==> config.mk <==
export PLATFORM = sky130hd
export DESIGN_NAME = hex_display
export DESIGN_NICKNAME = d
export VERILOG_FILES = /design/src/rtl/hex_display.sv
export SDC_FILE = /design/constraint.sdc
export NUM_CORES = 1
export LEC_CHECK = 0
export CAP_MARGIN = 30
export CORE_MARGIN = 2
export CORE_UTILIZATION = 55
export CTS_CLUSTER_DIAMETER = 100
export DETAILED_ROUTE_END_ITERATION = 12
export HOLD_SLACK_MARGIN = 0.12
export PLACE_DENSITY_LB_ADDON = 0.3
export SYNTH_ARGS = -nofsm -noshare
export SYNTH_HDL_FRONTEND = slang
export SYNTH_SLANG_ARGS = --single-unit
export TNS_END_PERCENT = 100
==> constraint.sdc <==
create_clock -name clk -period 3.2 [get_ports clk]
set_clock_uncertainty 0.2 [all_clocks]
set_input_delay 0.64 -clock clk [delete_from_list [all_inputs] [get_ports clk]]
set_output_delay 0.64 -clock clk [all_outputs]
set_load 0.01 [all_outputs]
==> src/rtl/hex_display.sv <==
`default_nettype none
// +----------------------------------------------------------------------------+
// | Module      : hex_display                                                  |
// | Description : Registered multi-digit hex driver for active-low 7-segment   |
// |               displays with leading-zero blanking, decimal points and      |
// |               optional blinking (enabled by `define HEX_DISPLAY_BLINK_EN). |
// | Revision    : 1.0 - initial release                                        |
// +----------------------------------------------------------------------------+
module hex_display #(
    parameter int DIGITS    = 6,
    parameter int BLINK_DIV = 25000000
) (
    input  logic                  clk,
    input  logic                  rst_n,
    input  logic                  load,
    input  logic [4*DIGITS-1:0]   value,
    input  logic [DIGITS-1:0]     dp_in,
    input  logic [DIGITS-1:0]     blink_mask,
    input  logic                  blank_lz,
    output logic [8*DIGITS-1:0]   seg,
    output logic                  updated
);

    logic [4*DIGITS-1:0] value_q;
    logic [DIGITS-1:0]   dp_q;
    logic                load_q;
    logic                updated_q;
    logic [8*DIGITS-1:0] seg_q;
    logic [8*DIGITS-1:0] seg_d;
    logic [DIGITS-1:0]   blink_blank;
    logic                seen_nz;

    function automatic logic [6:0] hex_to_seg(input logic [3:0] nib);
        logic [6:0] s;
        case (nib)
            4'h0: s = 7'h40;
            4'h1: s = 7'h79;
            4'h2: s = 7'h24;
            4'h3: s = 7'h30;
            4'h4: s = 7'h19;
            4'h5: s = 7'h12;
            4'h6: s = 7'h02;
            4'h7: s = 7'h78;
            4'h8: s = 7'h00;
            4'h9: s = 7'h10;
            4'hA: s = 7'h08;
            4'hB: s = 7'h03;
            4'hC: s = 7'h46;
            4'hD: s = 7'h21;
            4'hE: s = 7'h06;
            default: s = 7'h0E;
        endcase
        return s;
    endfunction

    // updated trails load by two edges: one to capture, one to register seg
    always_ff @(posedge clk or negedge rst_n) begin
        if (!rst_n) begin
            value_q   <= '0;
            dp_q      <= '0;
            load_q    <= 1'b0;
            updated_q <= 1'b0;
            seg_q     <= '1;
        end else begin
            load_q    <= load;
            updated_q <= load_q;
            seg_q     <= seg_d;
            if (load) begin
                value_q <= value;
                dp_q    <= dp_in;
            end
        end
    end

`ifdef HEX_DISPLAY_BLINK_EN
    localparam int              CNT_W    = $clog2(BLINK_DIV);
    localparam logic [CNT_W-1:0] CNT_WRAP = CNT_W'(BLINK_DIV - 1);

    logic [CNT_W-1:0]  cnt_q;
    logic [CNT_W-1:0]  cnt_d;
    logic              phase_q;
    logic              phase_d;
    logic [DIGITS-1:0] mask_q;

    always_comb begin
        cnt_d   = cnt_q + CNT_W'(1);
        phase_d = phase_q;
        if (cnt_q == CNT_WRAP) begin
            cnt_d   = '0;
            phase_d = ~phase_q;
        end
    end

    always_ff @(posedge clk or negedge rst_n) begin
        if (!rst_n) begin
            cnt_q   <= '0;
            phase_q <= 1'b0;
            mask_q  <= '0;
        end else begin
            cnt_q   <= cnt_d;
            phase_q <= phase_d;
            if (load) begin
                mask_q <= blink_mask;
            end
        end
    end

    assign blink_blank = phase_q ? mask_q : '0;
`else
    logic unused_blink_mask;
    assign unused_blink_mask = ^blink_mask;
    assign blink_blank       = '0;
`endif

    // Scan from the most significant digit; digit 0 always counts as significant
    always_comb begin
        seen_nz = 1'b0;
        seg_d   = '1;
        for (int i = DIGITS - 1; i >= 0; i--) begin
            if (value_q[4*i +: 4] != 4'h0 || i == 0) begin
                seen_nz = 1'b1;
            end
            if (!(blank_lz && !seen_nz) && !blink_blank[i]) begin
                seg_d[8*i +: 8] = {~dp_q[i], hex_to_seg(value_q[4*i +: 4])};
            end
        end
    end

    assign seg     = seg_q;
    assign updated = updated_q;

endmodule
`default_nettype wire
==> metrics.txt, run 1 <==
run status=finished clean; Mapped Area=4100 sq um; Inst Count DP=530; Worst-path clk slew=80 ps; Post-Synthesis Net Count=~440; top cells by area, synth=dfstp_2 (31%), dfrtp_1 (20%), ha_1 (10%); vias in the first global route=2923; Final Max Tran Viols=0; setup TNS=0 ps; Total Power=2.81 mW; Routed wire per std cell=14.7 microns; CP Launch Type=register; first-pass GRT wire length=roughly 14000 microns; Mapped Cells=369; Post-synth EDFFs=0; fin nets=517; Worst EP required=about 2400 ps; final setup vio count=0; pre-CTS WS=about 620 ps; Core Area=7250 sq um; Detail Route Antenna Nets=0; register bit total from synthesis=80; unrepaired setup endpoints after global routing=false; share of the core filled with cells=0.720; drt total wl=8070 microns; io pins=89; Worst Max-Slew Pin Slew=690 ps; clock sinks=80; Cell Pwr Density=539 nW/um^2; CP Max Fanout=1; post-DP HPWL=between 5000 and 6000 microns; global placement routability congestion=0.891; Area growth syn-to-layout=27.2%; Final Non-Filler Cells=around 550; register area share after synthesis=0.502; root buf cell=clkbuf_8; crit path max-delay cell type=dfstp_2; CP Buf/Inv Count=1; fraction of layout cells with a size suffix above 1=0.216; post_cts resized=0; most numerous cell in the Yosys netlist=dfstp_2; CTS tree=done; Initial Util=0.566; CP Capture Type=output pin; Max stage delay on crit path=550 ps; Num CTS Buffers=9; Setup WS post-layout=945 ps; Post-synth top cells=dfstp_2 (48), o21ai_0 (39), ha_1 (33), nand2_1 (33), dfrtp_1 (32); residual DRC count=0; Post-synth ARST share=1.00; Rows=31; Yosys cell types=46; maximum number of pins on one net before global-route repair=roughly 80; area share of the largest cell type after synthesis=0.307; worst-path cell chain=clkdlybuf4s50_1; crit-path leading delay family=flip-flops; fin crit period=2260 ps; final hold violations=0; top cell type by total area after synthesis=dfstp_2; ys flop type=dfstp_2; Port Buffer Count=approximately 80; Max Fclk=443 MHz; DIE HEIGHT=between 90 and 100 microns; Hold Path Class=register to register; worst skew pair latency=340 ps; Vias/cell=5.42; VDD IR-drop max=288 uV; DRT Pass-1 Iters=4; Die Width=90.4 microns; Warnings, synthesis=0; clk buf depth=2; Tcrit/Tclk final=0.705; CP Class=register to output pin; die area=8170 sq um; gr usage total=0.206; Vias=roughly 3000; initial antenna violation count=0; initial DRC count=approximately 160; Mean Syn Cell Area=roughly 11 sq um; gr ovfl total=0; critical path data arrival time=1420 ps; diode count=0; Lkg Pwr=roughly 2.2 nW; slew margin rel.=0.540; max_cap viols=0; htree depth=3
cells by family after synthesis:
| kind of cell | count (synthesis) | share of synthesized area |
|---|---|---|
| flops | 80 | 0.502 |
| simple gates | 88 | 0.114 |
| fa+ha+maj | 33 | 0.101 |
| compound gates | 90 | 0.140 |
| buf+inv | 46 | 0.0488 |
| mux | 32 | 0.0936 |
placed cells by master, fill, tap and decap left out, types with 3 or more instances in the layout:
master           Yosys  layout
a211o_1              4       4
a21oi_1              8       8
and2_1               3       3
buf_4                2       3
bufinv_16            0       3
clkbuf_8             0       9
clkdlybuf4s50_1      0      80
dfrtp_1             32      32
dfstp_2             48      48
ha_1                33      33
inv_1               24      24
mux2_2              21      21
mux2i_1              8       8
mux4_2               3       3
nand2_1             33      33
nand2b_1             4       4
nand3_1              9       9
nor2_1              12      12
nor2b_1             15      15
nor3_1               3       3
o211ai_1             9       9
o21ai_0             39      39
o311ai_0             6       6
o31ai_1              5       5
final cells by class:
type,instances,area [sq um]
inverter,24,90.1
sequential,80,2060
clock buffer,11,131
clock inverter,5,106
fill,534,2030
multi-input combinational,243,1840
timing repair buffer,86,866
tap,99,124
metal layers:
layer | vias to the layer above | global-route usage | share of wire
met2 | 87 | 0.340 | 0.49
met4 | 0 | 0.0949 | 0.018
met1 | 1435 | 0.267 | 0.44
li1 | 1435 | - | -
met5 | - | 0 | 0
met3 | 13 | 0.0376 | 0.048
power breakdown:
part,internal (mW),total [mW],switching (mW)
Combinational,0.355,0.622,0.267
Sequential,1.20,1.31,0.107
Clock,0.521,0.880,0.359
sequential cells by signal (all words and copies together) (netlist names):
signal   cells
updated      1
dp_q         6
value_q     24
seg         48
load_q       1
worst paths after layout:
path | cells after the start | end | from | slack, ps
max | 1 | seg[16] | seg[16]$_DFF_PN1_ | 940
min | 0 | updated$_DFF_PN0_ | load_q$_DFF_PN0_ | 160
max reg2reg | 5 | seg[21]$_DFF_PN1_ | value_q[20]$_DFFE_PN0P_ | 960
min reg2reg | 0 | updated$_DFF_PN0_ | load_q$_DFF_PN0_ | 160
max in group asynchronous | 3 | seg[22]$_DFF_PN1_ | rst_n | 1780
min in group asynchronous | 2 | seg[4]$_DFF_PN1_ | rst_n | 600
what timing repair did:
item	CTS	global route
buffers inserted	0	0
hold buffers	0	1
endpoints found under the hold margin	0	1
stage by stage:
step | instance area (sq um) | hold slack [ps]
global placement | 4950 | 132
detailed placement | 4950 | 142
CTS | 5180 | 161
finish | 5220 | 155
floorplan | 4100 | 131
global route | 5220 | 168
Note: power is estimated with default switching activity, not from simulation.
==> inputs of run 2 (changes only) <==
--- a/config.mk
+++ b/config.mk
@@ -7,7 +7,7 @@
 export LEC_CHECK = 0
 export CAP_MARGIN = 30
 export CORE_MARGIN = 2
-export CORE_UTILIZATION = 55
+export CORE_UTILIZATION = 51
 export CTS_CLUSTER_DIAMETER = 100
 export DETAILED_ROUTE_END_ITERATION = 12
 export HOLD_SLACK_MARGIN = 0.12
==> constraint.sdc (replaced) <==
create_clock -name clk -period 2.13 [get_ports clk]
set_clock_uncertainty 0.2 [all_clocks]
set_input_delay 0.426 -clock clk [delete_from_list [all_inputs] [get_ports clk]]
set_output_delay 0.426 -clock clk [all_outputs]
set_load 0.01 [all_outputs]
==> run 2 against run 1 <==
Net effect:
- clock power up 26%
- first-iteration DRC count shrank 31%
- combinational power increased by 56%
- critical path type unchanged
- largest cell class unchanged
==> metrics.txt, run 2 (synthesis gave the netlist of run 1 again) <==
Clock Power Share=0.276; clk buf depth=2; Vias/cell=5.30; initial DRC count=109; first-pass GRT wire length=between 10000 and 15000 microns; clock sinks=80; fraction of layout cells with a size suffix above 1=0.232; CP Capture Type=output pin; Critical Path Start=seg[36]$_DFF_PN1_; Max Fclk=roughly 490 MHz; CP Buf/Inv Count=1; WL met1=3520 microns; diode count=0; io pins=89; Lkg Pwr=approximately 2.2 nW; htree depth=3; Area growth syn-to-layout=27.8%; Routed wire per std cell=14.1 microns; pre-CTS WS=-23.1 ps; Net Switching=1.06 mW; drt total wl=7870 microns; run status=finished clean; Initial Util=0.528; DR top layer=met4; Setup WS post-layout=98.6 ps; post-DP HPWL=5660 microns; Hold Path Class=register to register; Num CTS Buffers=9; Rows=32; share of the core filled with cells=0.675; Port Buffer Count=82; critical path data arrival time=between 1000 and 1500 ps; Worst Max-Slew Pin Slew=599 ps; Detail Route Antenna Nets=0; VDD IR-drop max=between 400 and 500 uV; post-route cell area=5240 sq um; Flop pwr share=0.483; maximum number of pins on one net before global-route repair=33; initial antenna violation count=0; CP Class=register to output pin; final setup vio count=0; most frequent cells in the layout=clkdlybuf4s50_1 (80), dfstp_2 (48), o21ai_0 (39); Max stage delay on crit path=550 ps; CP Launch Type=register; fin nets=525; Comb power frac=0.241; P_int=2.96 mW; flop2flop setup slack=100 ps; worst-path cell chain=clkdlybuf4s50_1; root buf cell=clkbuf_8; Post-CTS Repair Setup Buffers=0; die area=8780 sq um; worst skew pair latency=340 ps; max_cap viols=0; Cell Pwr Density=767 nW/um^2; Worst EP required=1500 ps; Worst-path clk slew=80 ps; fill cell count=586; vias in the first global route=between 2000 and 3000; residual DRC count=0; Tcrit/Tclk final=0.954; fin crit period=2030 ps; crit path max-delay cell type=clkdlybuf4s50_1; worst reg2reg path startpoint=value_q[20]$_DFFE_PN0P_; met2 WL=3740 microns; CP Max Fanout=1; Die Width=93.7 microns; worst hold slack=154 ps; Sw Share=0.264; Post-Place Cell Area=5030 sq um; Core Area=7770 sq um; unrepaired setup endpoints after global routing=true; Worst Hold Launch=load_q$_DFF_PN0_; gr usage total=0.187; commonest non-fill, non-tap cell in the layout=clkdlybuf4s50_1; crit-path leading delay family=buffers and inverters; slew margin rel.=0.601; gr ovfl total=0; Vias=2964; CTS tree=done; Routed met3 length=538 microns; global placement routability congestion=slightly above 0.9; final hold violations=0; DRT Pass-1 Iters=4; Final Max Tran Viols=0; max reg flops=48; DIE HEIGHT=93.7 microns
run 2: repair_timing:
item	in CTS	in global routing
endpoints found under the setup margin	0	17
resized for setup	0	1
hold buffers	1	0
hold endpoints to repair	25	0
run 2: area by class of cell:
cell class	count	area (sq um)	area share
flip-flops and latches	80	2060	0.393
multi-input cells	243	1850	0.352
repair buffers	94	918	0.175
clock buffers	13	159	0.0303
well taps	102	128	0.0243
inverters	24	90.1	0.0172
clock inverters	3	40.0	0.00764
run 2: final timing paths:
path,end,depth (start not counted)
worst max-delay path,seg[36],1
max in group asynchronous,seg[23]$_DFF_PN1_,3
worst min register to register,updated$_DFF_PN0_,0
min in group asynchronous,value_q[0]$_DFFE_PN0P_,2
worst min-delay path,updated$_DFF_PN0_,0
worst max register to register,seg[12]$_DFF_PN1_,5
run 2: through the flow:
| stage | TNS [ps] | total power [mW] | cells |
|---|---|---|---|
| floorplan | 0 | 2.46 | 369 |
| global placement | 0 | 2.91 | 542 |
| detailed placement | -39.2 | 2.94 | 542 |
| CTS | 0 | 4.06 | 559 |
| global route | -406 | 4.25 | 559 |
| finish | 0 | 4.02 | 559 |
run 2: power groups by stage:
stage,clock (mW),combinational [mW],sequential (mW)
floorplan,0,0.468,2.00
global placement,0,0.949,1.96
detailed placement,0,0.971,1.97
CTS,1.14,0.977,1.94
global route,1.22,1.06,1.97
finish,1.11,0.970,1.94
run 2: per-layer routing:
layer  vias to the layer above  GRT usage
met5                         -          0
met4                         0     0.0713
met3                         6     0.0554
met2                        98      0.300
met1                      1411      0.240
li1                       1449          -
==> inputs of run 3 (changes only) <==
--- a/config.mk
+++ b/config.mk
@@ -5,13 +5,14 @@
 export SDC_FILE = /design/constraint.sdc
 export NUM_CORES = 1
 export LEC_CHECK = 0
-export CAP_MARGIN = 30
+export CAP_MARGIN = 20
 export CORE_MARGIN = 2
 export CORE_UTILIZATION = 51
 export CTS_CLUSTER_DIAMETER = 100
 export DETAILED_ROUTE_END_ITERATION = 12
 export HOLD_SLACK_MARGIN = 0.12
 export PLACE_DENSITY_LB_ADDON = 0.3
+export SETUP_SLACK_MARGIN = 0.4
 export SYNTH_ARGS = -nofsm -noshare
 export SYNTH_HDL_FRONTEND = slang
 export SYNTH_SLANG_ARGS = --single-unit
==> run 3 against run 2 <==
Net effect:
- register-to-register slack better by 340 ps
- global-route usage is 1.8 points higher
- count of clock-buffer cells in the layout is 3 lower
- first-iteration DRC count is 57% higher
- flip-flop and latch count stayed put
- non-clock buffer count is 31 higher
- combinational power is 2% higher
- critical path depth stayed put
- cell count is 5.9% higher
- die area stayed put
- largest cell class unchanged
==> metrics.txt, run 3 (synthesis gave the netlist of run 1 again) <==
run status=finished clean; io pins=89; fraction of layout cells with a size suffix above 1=0.445; Final Max Tran Viols=0; max_cap viols=0; Area growth syn-to-layout=32.8%; root buf cell=clkbuf_8; setup TNS=0 ps; fin crit period=about 1700 ps; unrepaired setup endpoints after global routing=true; max reg flops=48; Tcrit/Tclk final=0.798; Worst-path clk slew=70 ps; global placement routability congestion=around 0.9; post-route cell area=5450 sq um; Lkg Pwr=~2.4 nW; Sw Share=0.272; Net Switching=1.15 mW; first-pass GRT wire length=14300 microns; residual DRC count=0; Worst Max-Slew Pin Slew=626 ps; die area=around 8800 sq um; Routed wire per std cell=15.4 microns; Detail Route Antenna Nets=0; DRT Pass-1 Iters=4; initial DRC count=171; P_int=between 3 and 4 mW; fill cell count=560; post-DP HPWL=a little under 6000 microns; Post-Place Cell Area=around 5000 sq um; Core Area=7770 sq um; Max stage delay on crit path=520 ps; CP Buf/Inv Count=1; worst reg2reg path startpoint=value_q[5]$_DFFE_PN0P_; Max Fclk=588 MHz; most frequent cells in the layout=dfstp_2 (48), buf_4 (40), o21ai_0 (36); initial antenna violation count=0; Rows=32; CP Launch Type=register; Clock Power Share=0.310; Vias/cell=5.36; hold path cells=0; CP Class=register to output pin; CTS tree=done; clock sinks=80; final setup vio count=0; diode count=0; CP Max Fanout=1; slew margin rel.=0.583; worst skew pair latency=340 ps; final hold violations=0; Port Buffer Count=approximately 80; clk buf depth=2; Vias=3174; Num CTS Buffers=9; Hold Path Class=register to register; r2r endpoint=seg[11]$_DFF_PN1_; Worst Reg-to-Reg Cells=5; crit-path leading delay family=flip-flops; Worst EP required=1500 ps; Worst Hold Launch=load_q$_DFF_PN0_; CP Capture Type=output pin; drt total wl=approximately 9100 microns; Initial Util=0.528; Hold EP=updated$_DFF_PN0_; Inst Count DP=approximately 550; crit path max-delay cell type=dfstp_2; Final Non-Filler Cells=592; Comb power frac=0.233; Die Width=93.7 microns; maximum number of pins on one net before global-route repair=35; critical path data arrival time=between 1000 and 1500 ps; Flop pwr share=0.457; htree depth=3; gr usage total=0.206; worst-path cell chain=clkdlybuf4s15_2; VDD IR-drop max=588 uV; gr ovfl total=0; flop2flop setup slack=440 ps; commonest non-fill, non-tap cell in the layout=dfstp_2; share of the core filled with cells=0.702; fin nets=558; vias in the first global route=2999; Cell Pwr Density=777 nW/um^2; DIE HEIGHT=~94 microns
run 3: cell type report:
class                   instances  area (sq um)  area share
clock buffers                  10           128      0.0234
clock inverters                 6           109      0.0200
inverters                      24          95.1      0.0175
multi-input cells             245          1980       0.363
flip-flops and latches         80          2070       0.380
well taps                     102           128      0.0234
repair buffers                125           946       0.174
run 3: repair_timing:
item,in CTS,in global routing
setup buffers,8,20
gates resized for setup,143,66
endpoints found under the setup margin,85,70
cloned,0,2
endpoints found under the hold margin,14,0
hold buffers,1,0
pin swaps,5,5
run 3: stage by stage:
stage	total power [mW]	hold WS (ps)	setup slack, ps
2_1_floorplan	2.46	-69.6	404
3_3_place_gp	2.92	132	26.0
3_5_place_dp	2.95	145	10.3
4_1_cts	4.24	164	327
5_1_grt	4.46	166	353
6_report	4.23	157	429
run 3: per-layer routing:
| layer | up-vias | routed length [microns] | part of all wire | track usage |
|---|---|---|---|---|
| met4 | 0 | 139 | 0.015 | 0.0761 |
| met1 | 1540 | 3820 | 0.42 | 0.261 |
| met2 | 99 | 4570 | 0.50 | 0.341 |
| met3 | 15 | 567 | 0.062 | 0.0506 |
| li1 | 1520 | - | - | - |
| met5 | - | 0 | 0 | 0 |
run 3: how the worst max path moves through the flow:
stage                     cells after the start  slack (ps)                end                    start
final                                         1         430            seg[34]        seg[34]$_DFF_PN1_
after global routing                          6         350  seg[21]$_DFF_PN1_  value_q[21]$_DFFE_PN0P_
after CTS                                     6         330   seg[9]$_DFF_PN1_  value_q[13]$_DFFE_PN0P_
after detailed placement                      4          10  seg[21]$_DFF_PN1_                 blank_lz
after global placement                        4          30  seg[21]$_DFF_PN1_                 blank_lz
after floorplan                               7         400  seg[11]$_DFF_PN1_  value_q[20]$_DFFE_PN0P_
run 3: worst reg2reg max path: cells and delay by family (launching register included):
kind / cells / cell delay [ps]
AO/OA/AOI/OAI: 1 / 170
adder cells (fa/ha/maj): 1 / 290
buffers and inverters: 2 / 120
flip-flops: 1 / 400
multiplexers: 1 / 440
run 3: power by group through the flow:
stage	Clock (mW)	Sequential, mW	Combinational, mW
after floorplan	0	2.00	0.469
after global placement	0	1.96	0.961
after detailed placement	0	1.96	0.988
after CTS	1.33	1.93	0.976
after global routing	1.41	1.96	1.09
final	1.31	1.94	0.986
